**config.mk**
```make
export PLATFORM = sky130hd
export DESIGN_NAME = storebyte_buf
export DESIGN_NICKNAME = d
export VERILOG_FILES = /design/src/rtl/storebyte_buf_pkg.sv /design/src/rtl/storebyte_buf_ades_check.sv /design/src/rtl/storebyte_buf.sv
export SDC_FILE = /design/constraint.sdc
export NUM_CORES = 1
export LEC_CHECK = 0
export CORE_AREA = 2 2 125 127
export CTS_BUF_LIST = sky130_fd_sc_hd__clkbuf_8
export DETAILED_ROUTE_END_ITERATION = 12
export DIE_AREA = 0 0 127 129
export PLACE_DENSITY = 0.8
export SLEW_MARGIN = 10
export SYNTH_ARGS = -nofsm -noshare
export SYNTH_HDL_FRONTEND = slang
export SYNTH_HIERARCHICAL = 1
export SYNTH_SLANG_ARGS = --single-unit
```
**constraint.sdc**
```tcl
create_clock -name clk -period 19.15 [get_ports clk]
set_input_delay 4.7875 -clock clk [delete_from_list [all_inputs] [get_ports clk]]
set_output_delay 4.7875 -clock clk [all_outputs]
set_load 0.01 [all_outputs]
```
**src/rtl/storebyte_buf_pkg.sv**
```systemverilog
// Shared definitions for the MEM-stage store path: access sizes, the data
// address map (also used by the load side) and the write-buffer entry layout.
package storebyte_buf_pkg;

    localparam logic [1:0] LS_NONE = 2'b00;
    localparam logic [1:0] LS_BYTE = 2'b01;
    localparam logic [1:0] LS_HALF = 2'b10;
    localparam logic [1:0] LS_WORD = 2'b11;

    localparam logic [31:0] DM_START    = 32'h0000_0000;
    localparam logic [31:0] DM_END      = 32'h0000_2fff;
    localparam logic [31:0] TC0_START   = 32'h0000_7f00;
    localparam logic [31:0] TC0_END     = 32'h0000_7f0b;
    localparam logic [31:0] TC1_START   = 32'h0000_7f10;
    localparam logic [31:0] TC1_END     = 32'h0000_7f1b;
    localparam logic [31:0] STALL_START = 32'h0000_7f20;
    localparam logic [31:0] STALL_END   = 32'h0000_7f23;

    // Word offset of the read-only COUNT register inside each timer block.
    localparam logic [1:0] TC_COUNT_OFF = 2'b10;

    typedef struct packed {
        logic [29:0] addr;
        logic [31:0] wdata;
        logic [3:0]  be;
    } st_entry_t;

    function automatic logic in_window(input logic [31:0] a,
                                       input logic [31:0] lo,
                                       input logic [31:0] hi);
        return (a >= lo) && (a <= hi);
    endfunction

endpackage

```
**src/rtl/storebyte_buf_ades_check.sv**
```systemverilog
// Combinational store-address classifier: misalignment, unmapped address and
// illegal timer accesses. Faults are raw; the caller qualifies them with the request.
module ades_check
    import storebyte_buf_pkg::*;
(
    input  logic [31:0] addr,
    input  logic [1:0]  lsop,
    output logic        align_err,
    output logic        range_err,
    output logic        timer_err
);

    logic in_dm;
    logic in_tc;
    logic in_stall;

    always_comb begin
        in_dm     = in_window(addr, DM_START, DM_END);
        in_tc     = in_window(addr, TC0_START, TC0_END) || in_window(addr, TC1_START, TC1_END);
        in_stall  = in_window(addr, STALL_START, STALL_END);
        range_err = !(in_dm || in_tc || in_stall);
        align_err = ((lsop == LS_WORD) && (addr[1:0] != 2'b00)) ||
                    ((lsop == LS_HALF) && addr[0]);
        // Timers take only full-word writes, and never to COUNT.
        timer_err = in_tc && ((lsop != LS_WORD) || (addr[3:2] == TC_COUNT_OFF));
    end

endmodule

```
**src/rtl/storebyte_buf.sv**
```systemverilog
// MEM-stage store formatter and in-order write buffer draining to the
// DM/timer/stall-register bridge over a valid/ready handshake.
module storebyte_buf
    import storebyte_buf_pkg::*;
#(
    parameter int DEPTH = 2,
    parameter int CW    = 2
) (
    input  logic          clk,
    input  logic          reset,
    input  logic [31:0]   addr,
    input  logic [1:0]    LSOp,
    input  logic [31:0]   WD_in,
    input  logic          MemWrite,
    input  logic [31:0]   ld_addr,
    input  logic          ld_en,
    output logic          MEM_EXC_AdES,
    output logic          store_stall,
    output logic          ld_conflict,
    output logic          bus_valid,
    input  logic          bus_ready,
    output logic [31:0]   bus_addr,
    output logic [31:0]   bus_wdata,
    output logic [3:0]    bus_be,
    output logic [CW-1:0] buf_count
);

    localparam int PW = (DEPTH > 1) ? $clog2(DEPTH) : 1;

    logic align_err;
    logic range_err;
    logic timer_err;

    ades_check u_ades_check (
        .addr      (addr),
        .lsop      (LSOp),
        .align_err (align_err),
        .range_err (range_err),
        .timer_err (timer_err)
    );

    logic [PW-1:0]    head_q, head_d;
    logic [PW-1:0]    tail_q, tail_d;
    logic [CW-1:0]    count_q, count_d;
    logic [DEPTH-1:0] valid_q, valid_d;
    st_entry_t        mem_q [DEPTH];
    st_entry_t        mem_d [DEPTH];

    logic      st_req;
    logic      full;
    logic      push;
    logic      pop;
    logic      hit;
    st_entry_t new_entry;
    st_entry_t head_entry;
    logic      unused_ld_bits;

    assign unused_ld_bits = ^ld_addr[1:0];

    always_comb begin
        new_entry.addr  = addr[31:2];
        new_entry.wdata = WD_in;
        new_entry.be    = 4'b0000;
        case (LSOp)
            LS_WORD: begin
                new_entry.be    = 4'b1111;
                new_entry.wdata = WD_in;
            end
            LS_HALF: begin
                new_entry.be    = addr[1] ? 4'b1100 : 4'b0011;
                new_entry.wdata = {2{WD_in[15:0]}};
            end
            LS_BYTE: begin
                new_entry.be    = 4'b0001 << addr[1:0];
                new_entry.wdata = {4{WD_in[7:0]}};
            end
            default: ;
        endcase
    end

    // Full is judged on the registered count, so a same-cycle pop never frees a slot for this push.
    always_comb begin
        st_req       = MemWrite && (LSOp != LS_NONE);
        MEM_EXC_AdES = st_req && (align_err || range_err || timer_err);
        full         = (count_q == CW'(DEPTH));
        push         = st_req && !MEM_EXC_AdES && !full;
        store_stall  = st_req && !MEM_EXC_AdES && full;
        bus_valid    = (count_q != '0);
        pop          = bus_valid && bus_ready;
    end

    always_comb begin
        head_entry = mem_q[head_q];
        bus_addr   = bus_valid ? {head_entry.addr, 2'b00} : 32'h0;
        bus_wdata  = bus_valid ? head_entry.wdata : 32'h0;
        bus_be     = bus_valid ? head_entry.be : 4'b0000;
        buf_count  = count_q;
    end

    always_comb begin
        hit = 1'b0;
        for (int i = 0; i < DEPTH; i++) begin
            if (valid_q[i] && (mem_q[i].addr == ld_addr[31:2])) begin
                hit = 1'b1;
            end
        end
        ld_conflict = ld_en && hit;
    end

    always_comb begin
        head_d  = head_q;
        tail_d  = tail_q;
        count_d = count_q;
        valid_d = valid_q;
        mem_d   = mem_q;
        if (push) begin
            mem_d[tail_q]   = new_entry;
            valid_d[tail_q] = 1'b1;
            tail_d          = tail_q + 1'b1;
        end
        if (pop) begin
            valid_d[head_q] = 1'b0;
            head_d          = head_q + 1'b1;
        end
        case ({push, pop})
            2'b10:   count_d = count_q + 1'b1;
            2'b01:   count_d = count_q - 1'b1;
            default: ;
        endcase
    end

    always_ff @(posedge clk) begin
        if (!reset) begin
            head_q  <= '0;
            tail_q  <= '0;
            count_q <= '0;
            valid_q <= '0;
        end else begin
            head_q  <= head_d;
            tail_q  <= tail_d;
            count_q <= count_d;
            valid_q <= valid_d;
        end
    end

    // Entry payload carries no reset; it is only observed through valid/count.
    always_ff @(posedge clk) begin
        mem_q <= mem_d;
    end

endmodule
```
After elaboration in Yosys (flattened, before gate mapping):

Index checks and enable logic that the tools add are counted.

* add/subtract/negate cells: 4
* $mul: 0
* divide/modulo/power cells: 0
* $lt $le $gt $ge: 15
* eq/ne operators: 10
* shift operators: 1
* muxes and demuxes: 20
* bitwise operators: 5
* reduce and logical (&&, ||, !) cells: 33

Operators by type and width (number)
* $mux 66: 4
* $bwmux 132: 1
* $pmux 36 s3: 1
* $ge 32x15->1 const B: 3
* $le 32x15->1 const B: 3
* $demux 66 s1: 1
* $mux 32: 2
* $eq 30x30->1: 2
* $ge 32x1->1 const B: 1
* $le 32x14->1 const B: 1
* $logic_and 1x1->1: 19
* $eq 2x2->1 const B: 5
* $mux 4: 2
* $reduce_bool 2->1: 4
* $logic_or 1x1->1: 7
* $eq 2x1->1 const B: 2
* $ge 2x2->1 const B: 2
* $lt 1x2->1 const B: 2
* $mux 1: 4
* $mux 2: 2
* $not 1->2: 2
* $pmux 2 s2: 1
* $shl 1x2->4 const A: 1
* $logic_not 1->1: 3
* 10 further kinds: 13

* flip-flop bits (word level): 138
* latch bits: 0
* RAM bits: 0
* memory bits (read-only): 0
* output and inout bits: 74
* logic and storage cells: 98
* memories kept: 0

Logic depth before layout (Yosys ltp):

Gate-level depths: netlist of the first run.

* word-level depth: 15
* gate-level depth with buffers: 10
* mapped depth without buffers: 10

By module:

The synthesis of the first run kept the hierarchy.

Modules (own cells, without submodules)
* storebyte_buf: instances 1, cells each 467, area an instance 6452.4 um^2, sequential area each 4083.9 um^2
* ades_check: instances 1, cells each 20, area an instance 137.6 um^2, sequential area each 0.0 um^2

Worst setup path before layout of the first run:

OpenSTA, ideal clock, no wires.

* path kind: input to output
* start point: in addr[4]
* end point: out store_stall
* data arrival time: 6.145 ns
* path slack: 8.217 ns
* stages on the path: 6
* path through: or3_1 > a2111oi_2 > o211ai_1 > nor3_1 > nand2b_1 > nor2_1

* word-level cells in the longest chain between the ends: 12
* elaborated cells between the ends (all ways): 23
* classes of those cells: 8 x order compare; 15 x reduce/logical

RTL lines
* start, declared: line storebyte_buf.sv:11 `input logic [31:0] addr,`
* $ge 32x15->1 or $le 32x15->1 (tied branches): line storebyte_buf_pkg.sv:31 `return (a >= lo) && (a <= hi);`
* $logic_and 1x1->1: line storebyte_buf_pkg.sv:31
* $logic_or 1x1->1: line storebyte_buf_ades_check.sv:19 `in_tc = in_window(addr, TC0_START, TC0_END) || in_window(addr, TC1_START, TC1_END);`
* $logic_or 1x1->1: line storebyte_buf_ades_check.sv:21 `range_err = !(in_dm || in_tc || in_stall);`
* $logic_or 1x1->1 (*): line storebyte_buf_ades_check.sv:21
* $logic_not 1->1 (*): line storebyte_buf_ades_check.sv:21
* named net range_err: line storebyte_buf.sv:31 `logic range_err;`
* $logic_or 1x1->1 (*) (2 in a row): line storebyte_buf.sv:84 `MEM_EXC_AdES = st_req && (align_err || range_err || timer_err);`
* $logic_and 1x1->1 (*): line storebyte_buf.sv:84
* $logic_not 1->1 (*): line storebyte_buf.sv:87 `store_stall = st_req && !MEM_EXC_AdES && full;`
* $logic_and 1x1->1 (*) (2 in a row): line storebyte_buf.sv:87
* end, declared: line storebyte_buf.sv:18 `output logic store_stall,`

Mark *: on every way through the listed nets, which the timed path passes. The rest lies on a longest branch.

Worst setup path in the final report of the first run:

* start point: in addr[28]
* end point: out store_stall

Same word-level chain as after synthesis.

==> impl_metrics.py, run 1 <==
metrics = {
    "outcome": {
        "status": "completed",
    },
    "sta": {
        "holdWs_ps": 571,
        "rsz0062_at_grt": "no",
        "fin_crit_ps": 12060,
        "setup_violations": 0,
        "max_slew_margin_pct": 34.0,
        "fmax_mhz": 82.9,
        "hold_violations": 0,
        "fin_ws_ps": 7090,
        "worstMarginPinSlew_ps": 988,
        "fin_crit_sh_pct": 63.0,
        "tns_ps": 0,
        "finClkSkew_ps": 8.20,
        "drv_slew": 0,
    },
    "worst_setup_path": {
        "path_common_cell": "clkdlybuf4s50_1",
        "crit_path_top_delay_cell": "or4_1",
        "crit_type": "input port to output port",
        "crit_path_max_incr_delay_ps": 560,
        "cp_data_arrival_time_ps": 7280,
        "critPathLaunchType": "input port",
        "path_max_fanout": 3,
        "cp.required_ps": 14360,
        "crit_chain": "clkdlybuf4s50_1, or4_1, nor3_2, o211ai_1, nor3_1, nand2b_1, nor2_1, clkdlybuf4s50_1",
        "end_kind": "output port",
    },
    "synth": {
        "synth_area_sq_um": 6590,
        "yosys_register_bits": 138,
        "async_reset_ff_share_pct": 0,
        "synthCells": 487,
        "ys_dominant_reg_cell": "edfxtp_1",
        "yosysWarnings": 6,
        "yosysSeqAreaShare_pct": 62.0,
        "ys_types": 45,
        "synth_edf_count": 132,
        "avgSynthCellArea_sq_um": 13.5,
    },
    "route": {
        "post_drt_via_cell_ratio": 5.25,
        "wire_per_inst_microns": 19.4,
        "drt_pass1_iterations": 6,
        "wirelength_microns": 16700,
        "ant_nets": 0,
        "drc": 0,
        "routed-via-count": 4532,
        "drt_iter0_markers": 274,
    },
    "die": {
        "die_y_microns": 129,
        "num_io_pins": 177,
        "core_sq_um": 15000,
        "initial_core_util_pct": 44.0,
        "dieArea_sq_um": 16400,
        "rows": 45,
        "die_w_microns": 127,
    },
    "cells_and_area": {
        "num_antenna_cells": 0,
        "fill_cells": 1179,
        "fin_cells": 863,
        "area_growth_pct": 36.0,
        "drive_above_1_share_pct": 7.41,
        "nNetsFinal": 766,
    },
    "power_and_ir_drop": {
        "ir_worst_vdd_v": 0.0000654,
        "p_leak_uw": 0.00286,
        "powerDensity_nw_per_um2": 73.2,
    },
    "flow_run": {
        "maxCapViolations": 0,
    },
    "grt": {
        "grt-ovfl-total": 0,
        "grt_max_degree": 40,
        "antenna_found_initial": 1,
        "grt_pass1_wl_microns": 25300,
        "track_usage_pct": 20.7,
        "grt_pass1_vias": 4740,
    },
    "clock_network": {
        "cts.repair.resized": 0,
        "cts.sinks": 138,
        "cts_tree": "yes",
        "htree_levels": 4,
        "clk_pin_slew_ps": 70,
        "ctsLongestPathBuffers": 2,
        "root_buffer": "clkbuf_8",
        "hold_buffers": 0,
        "cts_setup_buffers": 0,
        "clk_latency_ps": 450,
        "cts_buffers": 17,
    },
    "min_path": {
        "hold_path_class": "flop to flop",
    },
    "placed_design": {
        "io_buffers": 172,
        "dp.cells": 831,
        "gp_congestion": 0.889,
        "dpl_worst_slack_ps": 7040,
        "hpwl_microns": 11900,
    },
}
Yosys cell counts (all sizes together), types with 2 or more instances:
library cell | count | area [sq um]
a211oi | 8 | 60.1
a21boi | 2 | 15.0
a21oi | 13 | 65.1
and2 | 3 | 18.8
buf | 22 | 119
dfxtp | 6 | 120
edfxtp | 132 | 3960
inv | 7 | 26.3
mux2 | 16 | 180
mux2i | 74 | 741
nand2 | 6 | 22.5
nand2b | 4 | 32.5
nand4 | 12 | 75.1
nor2 | 72 | 273
nor2b | 9 | 56.3
nor3 | 4 | 25.0
nor4 | 10 | 62.6
o21ai | 6 | 30.0
or3 | 2 | 12.5
xnor2 | 42 | 375
xor2 | 22 | 193
area by class of cell:
| class | instances | area (sq um) | area share, % |
|---|---|---|---|
| Sequential cell | 138 | 4090 | 45.6 |
| Multi-Input combinational cell | 320 | 2380 | 26.6 |
| Timing Repair Buffer | 178 | 1770 | 19.7 |
| Tap cell | 188 | 235 | 2.62 |
| Clock buffer | 17 | 234 | 2.61 |
| Clock inverter | 15 | 230 | 2.57 |
| Inverter | 7 | 26.3 | 0.293 |
sequential cells by signal, summed over array words and instances (netlist names):
| signal | flops |
|---|---|
| tail_q | 1 |
| mem_q | 132 |
| head_q | 1 |
| buf_count | 2 |
| valid_q | 2 |
critical path: cells and delay by family:
family / cells / cell delay, ps
AO/OA/AOI/OAI: 1 / 150
buffers and inverters: 2 / 990
AND/OR/NAND/NOR: 5 / 1350
where the power goes:
part           switching [uW]  internal (uW)
combinational            21.7           28.3
clock                     109            166
sequential           0.000152            331
placed cells by master, fill, tap and decap left out, types with 9 or more instances in the layout:
cell type / instances
clkdlybuf4s50_1: 172
edfxtp_1: 132
mux2i_1: 74
nor2_1: 69
xnor2_1: 41
xor2_1: 22
clkbuf_8: 17
a21oi_1: 13
nand4_1: 12
nor4_1: 10
nor2b_1: 9
mux2_1: 9
final timing paths:
| check | cells past startpoint | slack, ps | end | startpoint |
|---|---|---|---|---|
| hold reg to reg | 2 | 570 | buf_count[1] | buf_count[1] |
| setup / recovery | 8 | 7090 | store_stall | addr[28] |
| setup reg to reg | 4 | 16610 | mem_q[83] | buf_count[0] |
| hold / removal | 2 | 570 | buf_count[1] | buf_count[1] |
cells by family (layout without fill, tap and decap cells):
family,after synthesis,count (layout),synth area share [%]
buffers and inverters,30,217,2.26
other,1,2,0.0569
DFF,138,138,62.0
AOI/OAI and AO/OA,36,36,3.57
and+or+nand+nor,127,127,9.36
muxes,90,90,14.0
adders and majority gates,1,1,0.190
xor gates and xnor gates,64,64,8.62
per-stage QoR:
| stage | utilization, % | instance area (sq um) | power, uW |
|---|---|---|---|
| after floorplan | - | 6590 | 356 |
| after global placement | 56.7 | 8500 | 386 |
| after detailed placement | 56.7 | 8500 | 387 |
| after CTS | 59.8 | 8960 | 660 |
| after global routing | 59.8 | 8960 | 675 |
| final | 59.8 | 8960 | 656 |
routing by layer:
metal	share of wire, %	up-vias	track usage (%)	wire length (microns)
li1	-	2139	-	-
met5	0	-	0	0
met4	2.4	0	8.79	394
met3	8.0	23	6.28	1340
met2	50	201	35.5	8290
met1	40	2169	24.1	6700
No activity file was read; power rests on OpenSTA's default activity.
==> run 2, diff against run 1 <==
Clock period 19.15 ns to 12.07 ns, I/O delays scaled along.
==> run 2 against run 1 <==
Compared with the run above: first-iteration DRC count grew 28%; cell count grew 0.12%; via count grew 1.3%; clock-buffer cell count is the same; die area is the same; total power grew 57%; routed wire length is essentially flat; sequential power grew 59%; highest routed layer unchanged; core utilization is essentially flat; global-route usage is essentially flat; combinational power grew 58%.
==> impl_metrics.py, run 2 (synthesis gave the netlist of run 1 again) <==
metrics = {
    "outcome": {
        "status": "completed",
    },
    "die": {
        "die_y_microns": 129,
        "core_sq_um": 15000,
        "initial_core_util_pct": 44.0,
        "die_w_microns": 127,
        "dieArea_sq_um": 16400,
        "rows": 45,
        "num_io_pins": 177,
    },
    "sta": {
        "fin_ws_ps": 3530,
        "tns_ps": 0,
        "worstMarginPinSlew_ps": 995,
        "hold_violations": 0,
        "fin_crit_sh_pct": 70.7,
        "max_slew_margin_pct": 33.5,
        "drv_slew": 0,
        "rsz0062_at_grt": "no",
        "holdWs_ps": 562,
        "fin_crit_ps": 8540,
        "setup_violations": 0,
        "fmax_mhz": 117,
        "finClkSkew_ps": 7.03,
    },
    "grt": {
        "grt-ovfl-total": 0,
        "grt_pass1_vias": 4751,
        "antenna_found_initial": 1,
        "track_usage_pct": 20.7,
        "grt_pass1_wl_microns": 25200,
        "grt_max_degree": 40,
    },
    "clock_network": {
        "cts_buffers": 17,
        "hold_buffers": 0,
        "cts.sinks": 138,
        "cts.repair.resized": 0,
        "clk_pin_slew_ps": 80,
        "clk_latency_ps": 450,
        "cts_tree": "yes",
        "htree_levels": 4,
        "cts_setup_buffers": 0,
        "root_buffer": "clkbuf_8",
        "ctsLongestPathBuffers": 2,
    },
    "cells_and_area": {
        "nNetsFinal": 766,
        "drive_above_1_share_pct": 7.70,
        "final_cell_area_sq_um": 8960,
        "fin_util_pct": 59.8,
        "largest_register_ffs": 132,
        "area_growth_pct": 35.9,
        "layout_common_cells": "172 x clkdlybuf4s50_1, 132 x edfxtp_1, 74 x mux2i_1, 69 x nor2_1, 41 x xnor2_1",
        "final_common_cell": "clkdlybuf4s50_1",
        "regMostFlops": "mem_q",
    },
    "min_path": {
        "whs_path_depth": 2,
        "hold_path_class": "flop to flop",
    },
    "worst_setup_path": {
        "cp.required_ps": 9050,
        "end_kind": "output port",
        "cp_data_arrival_time_ps": 5520,
        "critPathLaunchType": "input port",
        "r2r_cells": 4,
        "crit_type": "input port to output port",
        "path_max_fanout": 3,
    },
    "placed_design": {
        "hpwl_microns": 11900,
        "io_buffers": 172,
        "dpl_worst_slack_ps": 3490,
        "dpl-instance-area_sq_um": 8500,
        "gp_congestion": 0.885,
    },
    "route": {
        "routed-via-count": 4590,
        "drc": 0,
        "drt_pass1_iterations": 4,
        "post_drt_via_cell_ratio": 5.31,
        "wirelength_microns": 16700,
        "ant_nets": 0,
        "drt_iter0_markers": 350,
        "wire_per_inst_microns": 19.4,
    },
    "power_and_ir_drop": {
        "ir_worst_vdd_v": 0.0000917,
        "p_leak_uw": 0.00285,
        "powerDensity_nw_per_um2": 115,
    },
    "flow_run": {
        "maxCapViolations": 0,
    },
}
==> run 2: worst max-delay path: stages <==
cell and delay [ps]:
clkdlybuf4s50_1 430, or4_1 560, nor3_2 240, o211ai_1 150, nor3_1 350, nand2b_1 120
nor2_1 120, clkdlybuf4s50_1 540
==> run 2: layer usage <==
layer  track usage (%)  part of all wire, %
met5                 0                    0
met4              9.89                  3.2
met2              35.1                   49
met1              24.3                   40
met3              6.11                  7.6
==> run 2: worst paths after layout <==
kind / startpoint / slack (ps) / to
worst max register to register: buf_count[0] / 9540 / mem_q[98]
worst max-delay path: addr[28] / 3530 / store_stall
worst min register to register: buf_count[1] / 560 / buf_count[1]
worst min-delay path: buf_count[1] / 560 / buf_count[1]
==> run 2: area by class of cell <==
class / instances / area (sq um)
Clock inverter: 15 / 225
Sequential cell: 138 / 4090
Clock buffer: 17 / 234
Tap cell: 188 / 235
Antenna cell: 1 / 2.50
Inverter: 7 / 26.3
Multi-Input combinational cell: 320 / 2380
Fill cell: 1159 / 6020
Timing Repair Buffer: 178 / 1770
==> run 2: report_power, final <==
part | internal [uW] | leakage (uW) | switching [uW]
Sequential | 525 | 0.00123 | 0.000239
Combinational | 44.9 | 0.00139 | 34.1
Clock | 246 | 0.000219 | 181
Total | 816 | 0.00285 | 215
==> run 2: stage by stage <==
stage	instances	power, uW
final	864	1030
after global routing	863	1060
after CTS	863	1040
after detailed placement	831	614
after global placement	831	612
after floorplan	488	565
==> run 3, diff against run 2 <==
Clock period 12.07 ns to 8.7 ns, I/O delays scaled along.
==> run 3 against run 2 <==
Compared with the run above: combinational power increased by 39%; non-clock buffer count unchanged; clock power increased by 21%; clock skew increased by 1.8 ps; first-iteration DRC count decreased by 21%; via count increased by 0.28%; register-to-register slack got worse by 3400 ps; sequential share of layout area increased by 0.34 points; total power increased by 31%; clock-buffer cell count unchanged; hold slack about the same; final area decreased by 0.74%.
==> impl_metrics.py, run 3 (synthesis gave the netlist of run 1 again) <==
metrics = {
    "sta": {
        "fin_crit_ps": 6840,
        "fin_crit_sh_pct": 78.6,
        "rsz0062_at_grt": "no",
        "hold_violations": 0,
        "setup_violations": 0,
        "worstMarginPinSlew_ps": 1090,
        "tns_ps": 0,
        "max_slew_margin_pct": 27.5,
        "drv_slew": 0,
        "fmax_mhz": 146,
        "finClkSkew_ps": 8.82,
    },
    "clock_network": {
        "cts_buffers": 17,
        "cts.repair.resized": 0,
        "clk_latency_ps": 430,
        "cts.sinks": 138,
        "cts_tree": "yes",
        "hold_buffers": 0,
        "htree_levels": 4,
        "root_buffer": "clkbuf_8",
        "clk_pin_slew_ps": 70,
        "ctsLongestPathBuffers": 2,
        "cts_setup_buffers": 0,
    },
    "route": {
        "drt_iter0_markers": 276,
        "drc": 0,
        "wirelength_microns": 16800,
        "drt_pass1_iterations": 4,
        "wire_per_inst_microns": 19.4,
        "routed-via-count": 4603,
        "post_drt_via_cell_ratio": 5.33,
        "ant_nets": 0,
    },
    "die": {
        "die_y_microns": 129,
        "die_w_microns": 127,
        "core_sq_um": 15000,
        "rows": 45,
        "dieArea_sq_um": 16400,
        "num_io_pins": 177,
        "initial_core_util_pct": 44.0,
    },
    "worst_setup_path": {
        "end_kind": "output port",
        "critPathLaunchType": "input port",
        "path_max_fanout": 3,
        "cp.required_ps": 6530,
        "crit_type": "input port to output port",
        "cp_data_arrival_time_ps": 4670,
    },
    "cells_and_area": {
        "nNetsFinal": 766,
        "fin_util_pct": 59.4,
        "layout_common_cells": "172 x clkdlybuf4s50_1, 132 x edfxtp_1, 74 x mux2i_1, 69 x nor2_1, 41 x xnor2_1",
        "regMostFlops": "mem_q",
        "final_common_cell": "clkdlybuf4s50_1",
        "largest_register_ffs": 132,
        "area_growth_pct": 34.9,
        "drive_above_1_share_pct": 7.26,
        "fin_cells": 864,
    },
    "placed_design": {
        "io_buffers": 172,
        "gp_congestion": 0.902,
        "hpwl_microns": 12000,
        "dp.cells": 831,
    },
    "grt": {
        "grt-ovfl-total": 0,
        "grt_pass1_vias": 4764,
        "top_usage_layer": "met2",
        "use_met3_pct": 6.40,
        "track_usage_pct": 20.6,
        "antenna_found_initial": 1,
        "grt_pass1_wl_microns": 25400,
        "grt.met2_usage_pct": 34.4,
        "grt_max_degree": 37,
        "use_met1_pct": 24.7,
    },
    "power_and_ir_drop": {
        "p_leak_uw": 0.00284,
        "ir_worst_vdd_v": 0.000107,
        "powerDensity_nw_per_um2": 152,
    },
    "min_path": {
        "hold_path_class": "flop to flop",
    },
    "outcome": {
        "status": "completed",
    },
    "flow_run": {
        "maxCapViolations": 0,
    },
}
[run 3: cell types whose count changed in the layout (fill, tap and decap cells not counted)]
cell,change
clkinvlp_4,-2
inv_1,+3
bufinv_16,-2
clkinv_4,-4
inv_6,+2
clkinv_2,+3
[run 3: critical path, cell delays in order]
cell	delay (ps)
clkdlybuf4s50_1	450
or4_1	560
nor3_2	230
o211ai_1	150
nor3_1	330
nand2b_1	110
nor2_1	110
clkdlybuf4s50_1	540
[run 3: final cells by class]
| type | instances | area (sq um) |
|---|---|---|
| tap | 188 | 235 |
| multi-input combinational | 320 | 2380 |
| inverter | 7 | 26.3 |
| clock inverter | 15 | 159 |
| fill | 1194 | 6080 |
| clock buffer | 17 | 234 |
| antenna | 1 | 2.50 |
| sequential | 138 | 4090 |
| timing repair buffer | 178 | 1770 |
[run 3: per-stage QoR]
stage | hold WS (ps) | power, uW | instance area [sq um] | setup slack (ps)
after global routing | 571 | 1400 | 8890 | 1610
after global placement | 531 | 850 | 8500 | 1810
after floorplan | 472 | 783 | 6590 | 1900
after CTS | 571 | 1360 | 8890 | 1770
final | 562 | 1350 | 8890 | 1860
after detailed placement | 554 | 853 | 8500 | 1790
[run 3: final timing paths]
path	from	end	slack [ps]	cells past startpoint
min reg2reg	valid_q[1]	valid_q[1]	560	1
max	addr[28]	store_stall	1860	8
min	valid_q[1]	valid_q[1]	560	1
max reg2reg	buf_count[0]	mem_q[38]	6110	4
[run 3: where the power goes]
| group | switching, uW | internal [uW] | leakage, uW |
|---|---|---|---|
| clock network | 235 | 279 | 0.000211 |
| registers | 0.000342 | 729 | 0.00123 |
| logic | 47.7 | 62.3 | 0.00139 |
| total | 282 | 1070 | 0.00284 |
[run 3: layer usage]
layer,wire (microns),share of wire (%)
met2,8110,48
met1,6790,41
met3,1330,7.9
met5,0,0
met4,532,3.2
==> RTL edit, RTL diff (settings of run 3) <==
Change the parameter `CW` from 2 to 4.
--- a/src/rtl/storebyte_buf.sv
+++ b/src/rtl/storebyte_buf.sv
@@ -6,3 +6,3 @@
     parameter int DEPTH = 2,
-    parameter int CW    = 2
+    parameter int CW    = 4
 ) (
Ports: changed (resized buf_count); port bits go from 177 to 179. The function was not compared with the original's and may differ.
==> RTL edit against run 3 <==
Wire length decreased by 0.69%; fmax decreased by 0.90%; register-to-register slack got worse by 250 ps; power decreased by 2.6%; utilization increased by 1.2 points; setup slack got worse by 62 ps; design area increased by 2.0%; sequential cell count increased by 2; clock power decreased by 8.4%; global-route usage decreased by 0.30 points; synthesized area increased by 2.4%; hold slack improved by 11 ps; critical endpoint unchanged; largest cell class unchanged.
==> RTL edit: results (changes against run 3) <==
- The count of flip-flops with a built-in enable after synthesis is 132 (unchanged).
- The worst-case vdd ir drop is 0.0969 mV (-9.5%).
- The sequential area share after synthesis came to 61.1% (-0.84 points).
- The total via count in the routed design is 4713 (+2.4%).
- The run finished with clean final reports.
- The post-placement worst setup slack was 1720 ps (-65.6 ps).
- The share of cells above drive strength 1 was 8.05% (+0.79 points).
- The flip-flop count of the largest register after layout came to 132 (unchanged).
- The wire length of the first global-routing pass was 25.2 mm (-1.0%).
- The layout net count is 789 (+3.0%).
- The final worst clock skew is 8.10 ps (-0.714 ps).
- The peak fanout along the critical path is 4 (+1).
- In the post-synthesis netlist, the biggest area contributors are sky130_fd_sc_hd__edfxtp_1 59%, sky130_fd_sc_hd__mux2i_1 11%, sky130_fd_sc_hd__xnor2_1 5.3%, sky130_fd_sc_hd__nor2_1 3.9%, sky130_fd_sc_hd__xor2_1 3.1%.
- On the critical path the largest part of the delay comes from buffers and inverters.
- The setup slack on the worst flop-to-flop path was 5860 ps (-250 ps).
- The overall routing resource usage was 20.3% (-0.30 points).
- The stage delay of the slowest cell on the critical path came to 540 ps (-20 ps).
- The post-synthesis cell type count is 47 (+4.4%).
- The number of instances in the synthesized netlist is 504 (+3.5%).
- The global placer's final weighted congestion is 0.905 (+0.31%).
- CTS placed an instance of sky130_fd_sc_hd__clkbuf_8 at the clock tree root.
- The number of port buffers came to 174 (+1.2%).
- The commonest cells after synthesis are 132 x sky130_fd_sc_hd__edfxtp_1, 75 x sky130_fd_sc_hd__mux2i_1, 70 x sky130_fd_sc_hd__nor2_1.
- The minimum hold slack is 573 ps (+11.2 ps).
- The largest net degree at the start of global routing is 40 (+8.1%).
- The endpoint of the worst register-to-register path is buf_count[2]$_SDFFE_PN0P_.
- The arrival time at the worst endpoint is 4730 ps (+60 ps).
- The antenna diode count was 0 (-1).
- The number of detailed-routing iterations run before antenna repair is 6 (+2).
- The number of design-rule violations left by the first detailed-router iteration is 334 (+21%).
- The routing usage on met2 is 34.7% (+0.28 points).
- The slew at the pin with the worst max-slew slack is 1160 ps (+72.9 ps).
- The leakage component of the power is 2.89 nW (+1.7%).
- In this run the worst setup path begins at addr[2].
- The cell area after placement is 8690 um2 (+2.3%).
- The instance count after placement with tap cells included is 851 (+2.4%).
- The global-route met3 utilization came to 5.82% (-0.58 points).
- The met1 routing resource usage after global routing came to 24.7% (+0.048 points).
- The detailed placer's ending HPWL is 11.9 mm (-1.1%).
- At the later pin of the worst-skew pair, clock insertion delay measures 440 ps.
- The critical path's slowest cell is sky130_fd_sc_hd__clkdlybuf4s50_1.
- The number of standard cells in the final layout excluding fillers came to 884 (+2.3%).
- The worst-case reg-to-reg path depth was 12 (+8).
- The number of gates resized after cts is 0 (unchanged).
- The initial antenna violation count is 0 (-1).
- The final wirelength is 16.6 mm (-0.69%).
RTL edit: cell families after synthesis:
kind of cell / after synthesis / share of synthesized area (%)
mux: 91 / 13.8
fa+ha+maj: 3 / 0.556
buf+inv: 30 / 2.06
compound gates: 40 / 3.86
simple gates: 133 / 9.87
flops: 140 / 61.1
xor+xnor: 66 / 8.68
other cells: 1 / 0.0556
RTL edit: report_power, final:
group / leakage [nW] / total [mW] / switching [mW] / internal [mW]
logic: 1.47 / 0.109 / 0.0469 / 0.0624
registers: 1.25 / 0.738 / 0.000000362 / 0.738
clock network: 0.168 / 0.471 / 0.247 / 0.224
total: 2.89 / 1.32 / 0.294 / 1.02
RTL edit: how the worst max path moves through the flow:
stage | depth (start not counted) | slack [ps] | to
after CTS | 8 | 1720 | store_stall
after detailed placement | 8 | 1720 | store_stall
after floorplan | 7 | 1840 | mem_q[0]$_DFFE_PP_
final | 8 | 1800 | store_stall
after global routing | 8 | 1600 | store_stall
after global placement | 8 | 1770 | store_stall
RTL edit: layout make-up:
type                    count  share of cell area (%)
clock inverters            15                    1.38
inverters                   7                   0.290
multi-input cells         335                    27.7
well taps                 188                    2.59
repair buffers            182                    20.0
flip-flops and latches    140                    45.5
clock buffers              17                    2.58
RTL edit: per-stage QoR:
stage | power (mW) | util [%]
2_1_floorplan | 0.792 | -
6_report | 1.32 | 60.6
4_1_cts | 1.32 | 60.4
3_5_place_dp | 0.862 | 58.0
3_3_place_gp | 0.859 | 58.0
5_1_grt | 1.36 | 60.6
RTL edit: per-layer routing:
layer	wire (um)	share of wire, %
met5	0	0
met4	388	2.3
met3	1500	9.0
met2	8140	49
met1	6610	40
